`src/rtl/alu_mc_pkg.sv`:
```
// alu_mc_pkg: opcodes, jump conditions, CMP bit offsets (bit = WIDTH - offset) and FSM states.
package alu_mc_pkg;
  typedef enum logic [3:0] {
    OP_ADD, OP_OR, OP_LOAD, OP_CMP, OP_SHL, OP_JUMP,
    OP_SUB, OP_AND, OP_XOR, OP_SHR, OP_MUL, OP_DIV
  } op_t;
  typedef enum logic [2:0] {J_EQ, J_AZ, J_BZ, J_NAZ, J_NBZ, J_AGB, J_ALB, J_NEVER} jcond_t;
  localparam int CMP_EQ  = 2;
  localparam int CMP_AZ  = 3;
  localparam int CMP_BZ  = 4;
  localparam int CMP_AGB = 5;
  localparam int CMP_ALB = 6;
  typedef enum logic {S_IDLE, S_ITER} state_t;
endpackage

```
`src/rtl/alu_mc_muldiv.sv`:
```
// alu_mc_muldiv: iterative shift-add multiplier and restoring divider, one step per cycle.
// Divider datapath exists only when ALU_MC_DIV_EN is defined.
module alu_mc_muldiv #(
  parameter int WIDTH = 16
) (
  input  logic             clk,
  input  logic             rst_n,
  input  logic             start,
  input  logic             step,
  input  logic             last,
  input  logic             abort,
  input  logic             div,
  input  logic             sgn,
  input  logic [WIDTH-1:0] a,
  input  logic [WIDTH-1:0] b,
  output logic             done,
  output logic [WIDTH-1:0] res
);
  logic [WIDTH-1:0] x, y, z, x_n, y_n, z_n, ma, mb, val;
  logic neg, is_div, dv;
  assign ma = (sgn && a[WIDTH-1]) ? -a : a;
  assign mb = (sgn && b[WIDTH-1]) ? -b : b;
`ifdef ALU_MC_DIV_EN
  logic [WIDTH:0] r, diff;
  assign dv = div;
  assign r = {x, z[WIDTH-1]};
  assign diff = r - {1'b0, y};
`else
  logic unused_div;
  assign dv = 1'b0;
  assign unused_div = div;
`endif
  // x: accumulator/remainder, y: multiplicand/divisor, z: multiplier/quotient
  always_comb begin
    x_n = x + (z[0] ? y : '0);
    y_n = y << 1;
    z_n = z >> 1;
`ifdef ALU_MC_DIV_EN
    if (is_div) begin
      x_n = diff[WIDTH] ? r[WIDTH-1:0] : diff[WIDTH-1:0];
      y_n = y;
      z_n = {z[WIDTH-2:0], ~diff[WIDTH]};
    end
`endif
  end
  assign val = is_div ? z_n : x_n;
  assign res = neg ? -val : val;
  assign done = step && last;
  always_ff @(posedge clk or negedge rst_n)
    if (!rst_n) begin
      x <= '0;
      y <= '0;
      z <= '0;
      neg <= 1'b0;
      is_div <= 1'b0;
    end else if (abort) begin
      x <= '0;
      y <= '0;
      z <= '0;
      neg <= 1'b0;
      is_div <= 1'b0;
    end else if (start) begin
      x <= '0;
      y <= dv ? mb : ma;
      z <= dv ? ma : mb;
      neg <= sgn && (a[WIDTH-1] ^ b[WIDTH-1]);
      is_div <= dv;
    end else if (step) begin
      x <= x_n;
      y <= y_n;
      z <= z_n;
    end
endmodule

```
`src/rtl/alu_mc.sv`:
```
// alu_mc: multi-cycle ALU with valid/ready issue; single-cycle ops plus iterative MUL/DIV.
// ALU_MC_DIV_EN enables the iterative divider; otherwise DIV returns 0 with flag_cv set.
module alu_mc
  import alu_mc_pkg::*;
#(
  parameter int WIDTH = 16,
  parameter int IMM_W = WIDTH / 2
) (
  input  logic             clk,
  input  logic             rst_n,
  input  logic             in_valid,
  output logic             in_ready,
  input  logic             abort,
  input  logic [4:0]       alu_op,
  input  logic [WIDTH-1:0] data_a,
  input  logic [WIDTH-1:0] data_b,
  input  logic [WIDTH-1:0] data_imm,
  input  logic             data_d_we,
  output logic             out_valid,
  output logic [WIDTH-1:0] data_result,
  output logic             data_write_reg,
  output logic             should_branch,
  output logic             flag_cv
);
  localparam int CNT_W = $clog2(WIDTH);
  localparam logic [WIDTH-1:0] W_VAL = WIDTH;
  logic [3:0] op;
  logic v, cv_c, br_c, eq, az, bz, gt, lt, iter_op, md_done, pend_we, unused_imm;
  logic [WIDTH:0] add_s, sub_s;
  logic [WIDTH-1:0] sra, res_c, md_res;
  logic [CNT_W-1:0] cnt;
  state_t state;
  assign op = alu_op[4:1];
  assign v = alu_op[0];
  assign in_ready = state == S_IDLE;
  assign add_s = v ? {data_a[WIDTH-1], data_a} + {data_b[WIDTH-1], data_b} : {1'b0, data_a} + {1'b0, data_b};
  assign sub_s = v ? {data_a[WIDTH-1], data_a} - {data_b[WIDTH-1], data_b} : {1'b0, data_a} - {1'b0, data_b};
  assign eq = data_a == data_b;
  assign az = data_a == '0;
  assign bz = data_b == '0;
  assign gt = v ? $signed(data_a) > $signed(data_b) : data_a > data_b;
  assign lt = v ? $signed(data_a) < $signed(data_b) : data_a < data_b;
  assign sra = $signed(data_a) >>> data_b;
  assign unused_imm = ^data_imm[WIDTH-1:IMM_W];
`ifdef ALU_MC_DIV_EN
  assign iter_op = op == OP_MUL || (op == OP_DIV && !bz);
`else
  assign iter_op = op == OP_MUL;
`endif
  always_comb begin
    res_c = '0;
    cv_c = 1'b0;
    br_c = 1'b0;
    case (op)
      OP_ADD: begin
        res_c = add_s[WIDTH-1:0];
        cv_c = v ? add_s[WIDTH] ^ add_s[WIDTH-1] : add_s[WIDTH];
      end
      OP_SUB: begin
        res_c = sub_s[WIDTH-1:0];
        cv_c = v ? sub_s[WIDTH] ^ sub_s[WIDTH-1] : sub_s[WIDTH];
      end
      OP_OR:   res_c = data_a | data_b;
      OP_AND:  res_c = data_a & data_b;
      OP_XOR:  res_c = data_a ^ data_b;
      OP_LOAD: res_c = v ? WIDTH'(data_imm[IMM_W-1:0]) : {data_imm[IMM_W-1:0], {(WIDTH-IMM_W){1'b0}}};
      OP_CMP: begin
        res_c[WIDTH-CMP_EQ] = eq;
        res_c[WIDTH-CMP_AZ] = az;
        res_c[WIDTH-CMP_BZ] = bz;
        res_c[WIDTH-CMP_AGB] = gt;
        res_c[WIDTH-CMP_ALB] = lt;
      end
      OP_SHL: res_c = data_b < W_VAL ? data_a << data_b : data_a;
      OP_SHR: res_c = data_b < W_VAL ? (v ? sra : data_a >> data_b) : data_a;
      // data_a is expected to carry a previous CMP result
      OP_JUMP: begin
        res_c = data_b;
        case (jcond_t'({v, data_imm[1:0]}))
          J_EQ:    br_c = data_a[WIDTH-CMP_EQ];
          J_AZ:    br_c = data_a[WIDTH-CMP_AZ];
          J_BZ:    br_c = data_a[WIDTH-CMP_BZ];
          J_NAZ:   br_c = !data_a[WIDTH-CMP_AZ];
          J_NBZ:   br_c = !data_a[WIDTH-CMP_BZ];
          J_AGB:   br_c = data_a[WIDTH-CMP_AGB];
          J_ALB:   br_c = data_a[WIDTH-CMP_ALB];
          default: br_c = 1'b0;
        endcase
      end
`ifdef ALU_MC_DIV_EN
      OP_DIV: res_c = '1;
`else
      OP_DIV: cv_c = 1'b1;
`endif
      default: res_c = '0;
    endcase
  end
  alu_mc_muldiv #(.WIDTH(WIDTH)) u_muldiv (
    .clk(clk),
    .rst_n(rst_n),
    .start(in_valid && in_ready && iter_op),
    .step(state == S_ITER && !abort),
    .last(cnt == '0),
    .abort(state == S_ITER && abort),
    .div(op == OP_DIV),
    .sgn(v),
    .a(data_a),
    .b(data_b),
    .done(md_done),
    .res(md_res)
  );
  always_ff @(posedge clk or negedge rst_n)
    if (!rst_n) begin
      state <= S_IDLE;
      cnt <= '0;
      pend_we <= 1'b0;
      out_valid <= 1'b0;
      data_result <= '0;
      data_write_reg <= 1'b0;
      should_branch <= 1'b0;
      flag_cv <= 1'b0;
    end else begin
      out_valid <= 1'b0;
      if (state == S_IDLE) begin
        if (in_valid && iter_op) begin
          state <= S_ITER;
          cnt <= CNT_W'(WIDTH - 1);
          pend_we <= data_d_we;
        end else if (in_valid) begin
          out_valid <= 1'b1;
          data_result <= res_c;
          flag_cv <= cv_c;
          should_branch <= br_c;
          data_write_reg <= data_d_we;
        end
      end else if (abort) begin
        state <= S_IDLE;
        cnt <= '0;
      end else if (md_done) begin
        state <= S_IDLE;
        out_valid <= 1'b1;
        data_result <= md_res;
        flag_cv <= 1'b0;
        should_branch <= 1'b0;
        data_write_reg <= pend_we;
      end else
        cnt <= cnt - 1'b1;
    end
endmodule

```
`config.mk`:
```
export PLATFORM = sky130hd
export DESIGN_NAME = alu_mc
export DESIGN_NICKNAME = d
export VERILOG_FILES = /design/src/rtl/alu_mc_pkg.sv /design/src/rtl/alu_mc_muldiv.sv /design/src/rtl/alu_mc.sv
export SDC_FILE = /design/constraint.sdc
export NUM_CORES = 1
export LEC_CHECK = 0
export ABC_CLOCK_PERIOD_IN_PS = 7800
export CAP_MARGIN = 5
export CORE_MARGIN = 3
export CORE_UTILIZATION = 53
export CTS_CLUSTER_SIZE = 20
export DETAILED_ROUTE_END_ITERATION = 16
export GPL_ROUTABILITY_DRIVEN = 0
export MAX_ROUTING_LAYER = met4
export PLACE_DENSITY = 0.74
export SLEW_MARGIN = 30
export SYNTH_ARGS = -nofsm -noshare
export SYNTH_HDL_FRONTEND = slang
export SYNTH_SLANG_ARGS = --single-unit
```
`constraint.sdc`:
```
create_clock -name clk -period 7.8 [get_ports clk]
set_input_delay 1.95 -clock clk [delete_from_list [all_inputs] [get_ports clk]]
set_output_delay 1.95 -clock clk [all_outputs]
set_load 0.05 [all_outputs]
```
==> impl_metrics.toml <==
[timing]
tightest_slew_ns = 0.942
rsz0062_at_grt = "no"
fin_worst_skew_ns = 0.0104
period_minus_slack_ns = 6.12
post-route-period-util = 0.784
relSlewSlack = 0.364
timing.final.ws_setup_ns = 1.68
setup_viol = 0
tns_ns = 0
drv_slew = 0
fmax_mhz = 163
hold_viol_final = 0

[critical_path]
cp_common_cell = "a21oi_1"
regToRegSetupSlack_ns = 3.87
cp.arrival_ns = 6.33
path_class = "in2reg"
cp_cell_sequence = "clkdlybuf4s50_1 > inv_1 > ha_1 > a21o_1 > a2111oi_0 > a21oi_1 > a221o_1 > a31o_2 > xnor2_1 > o2111ai_1 > a21oi_1 > a21oi_1"
reg2reg_to = "data_result[15]"
cp-start-kind = "primary input"
cp_max_fo = 18
slowest_delay_ns = 1.01
crit_slowest_cell = "clkdlybuf4s50_1"
r2r-start = "u_muldiv.z[0]"
required_ns = 8.02
r2r_cells = 13
worstSetupEndpointType = "flip-flop"

[global_routing]
grt_use_total = 0.369
grt_pass1_wl_um = 58400
grt_pass1_vias = 10300
antenna_found_initial = 0
grt.overflow.total = 0
grt_max_degree = 76

[placed_design]
postPlaceCellArea_um2 = 10900
portBuffers = 70
dp_hpwl_um = 27100
dp_cells = 1572
dp_slack_ns = 1.42

[clock_network]
post_cts_buffers = 0
cts_root_buffer = "clkbuf_16"
clock-sinks = 75
clk_pin_slew_ns = 0.06
cts_resized = 0
postCtsHoldBufs = 0
cts_tree = "built"
cts_max_path_buffers = 2
clock_latency_ns = 0.34
h-tree-depth = 3
cts-buffers-inserted = 9

[synthesis]
syn_area_um2 = 10100
async_reset_ff_frac = 1.00
netlist-cell-type-count = 88
synth_nets = 1479
synth_seq_area_share = 0.187
ys_warn_count = 0
syn_inst = 1347
synth-seq-cells = 75
syn_avg_cell_area_um2 = 7.47
synth_edf_count = 0
synth_flop_cell = "dfrtp_1"

[power]
power.total_mw = 1.85
p_leak_nw = 4.58
p_per_area_nw_per_um2 = 164
ir_drop_mv = 0.130

[cells_and_area]
design_area_um2 = 11300
insertedDiodeCount = 0
final-instance-count-excl-fill = 1589
area_delta_synth_final_pct = 12.0
drive_gt1_frac = 0.0750
nets = 1487

[floorplanning]
core-area_um2 = 18300
design.die.area_um2 = 20700
start_util = 0.550
fp.dieW_um = 144
die_y_um = 144
pin_count = 79
num_rows = 49

[min_path]
hold_start = "pend_we"
hp-class = "reg2reg"
holdPathEnd = "pend_we"
holdPathStages = 2

[routing]
wl_per_cell_um = 23.7
drc = 0
drtAntennaViolNets = 0
vias_per_cell = 7.26
dr_total_vias = 11500
drt-pass1-iter-count = 7
drt_iter0_markers = 1902
wirelength_um = 37700

[run_status]
outcome = "complete, no violations"

[job]
maxCapViolCount = 0
critical path: cells and delay by family:
family	cells	cell delay, ns
AOI/OAI and AO/OA	8	2.28
adders and majority gates	1	0.51
buffers and inverters	2	1.40
xor gates and xnor gates	1	0.18
cells by family (layout without fill, tap and decap cells):
family                   count (synthesis)  count (layout)  synth area share
XOR/XNOR                                55              55            0.0479
multiplexers                            44              44            0.0645
AO/OA/AOI/OAI                          486             486             0.326
flip-flops                              75              75             0.187
buffers and inverters                  171             184            0.0661
AND/OR/NAND/NOR                        442             442             0.215
adder cells (fa/ha/maj)                 74              74            0.0943
how the worst max path moves through the flow:
stage	end	startpoint	depth (start not counted)	slack, ns
2_1_floorplan	flag_cv	data_b[1]	13	2.67
3_3_place_gp	data_result[11]	data_b[4]	12	1.49
3_5_place_dp	data_result[11]	data_b[4]	12	1.42
4_1_cts	data_result[11]	data_b[4]	12	1.77
5_1_grt	data_result[11]	data_b[4]	12	1.61
6_report	data_result[14]	data_b[4]	12	1.68
routing by layer:
| layer | vias to the layer above | routed length, µm | track usage |
|---|---|---|---|
| li1 | 5072 | - | - |
| met1 | 5339 | 14200 | 0.486 |
| met2 | 919 | 16000 | 0.540 |
| met3 | 199 | 5280 | 0.0875 |
| met4 | 0 | 2210 | 0.165 |
| met5 | - | 0 | - |
synth_stat cells (28+ instances only):
master      n  share of area
xnor2_1    44          0.038
dfrtp_1    75           0.19
inv_1      58          0.022
a31oi_1    29          0.018
ha_1       71          0.088
nand3_1    28          0.014
a21oi_1   119          0.059
nor2_1    123          0.046
nand2_1   125          0.047
o21ai_0    94          0.047
a221oi_1   36          0.031
nor3_1     35          0.017
clkbuf_1   87          0.032
cell usage in the layout, fill, tap and decap left out, drive strengths merged, types with 15 or more instances in the layout:
cell	Yosys	routed
nand2	125	125
nor2	123	123
a21oi	119	119
o21ai	95	95
dfrtp	75	75
ha	71	71
clkdlybuf4s50	0	67
inv	58	59
xnor2	44	44
buf	20	39
a221oi	36	36
nor3	36	36
a31oi	29	29
nand3	28	28
a22oi	23	23
o211ai	23	23
and2	23	23
mux2i	22	22
mux4	16	16
nor2b	15	15
per-stage QoR:
| step | hold slack, ns | utilization |
|---|---|---|
| 2_1_floorplan | 0.445 | - |
| 3_3_place_gp | 0.465 | 0.596 |
| 3_5_place_dp | 0.473 | 0.597 |
| 4_1_cts | 0.484 | 0.615 |
| 5_1_grt | 0.503 | 0.616 |
| 6_report | 0.486 | 0.616 |
area by class of cell:
type                    count  area [µm²]
flip-flops and latches     75        1880
inverters                  62         233
repair buffers            106         986
well taps                 229         287
fillers                  1667        7010
clock inverters             7         100
clock buffers               9         225
multi-input cells        1101        7550
power breakdown:
| group | internal (mW) | switching [mW] |
|---|---|---|
| combinational | 0.336 | 0.532 |
| clock | 0.282 | 0.170 |
| sequential | 0.466 | 0.0630 |
| total | 1.08 | 0.765 |
Note: power is estimated with default switching activity, not from simulation.
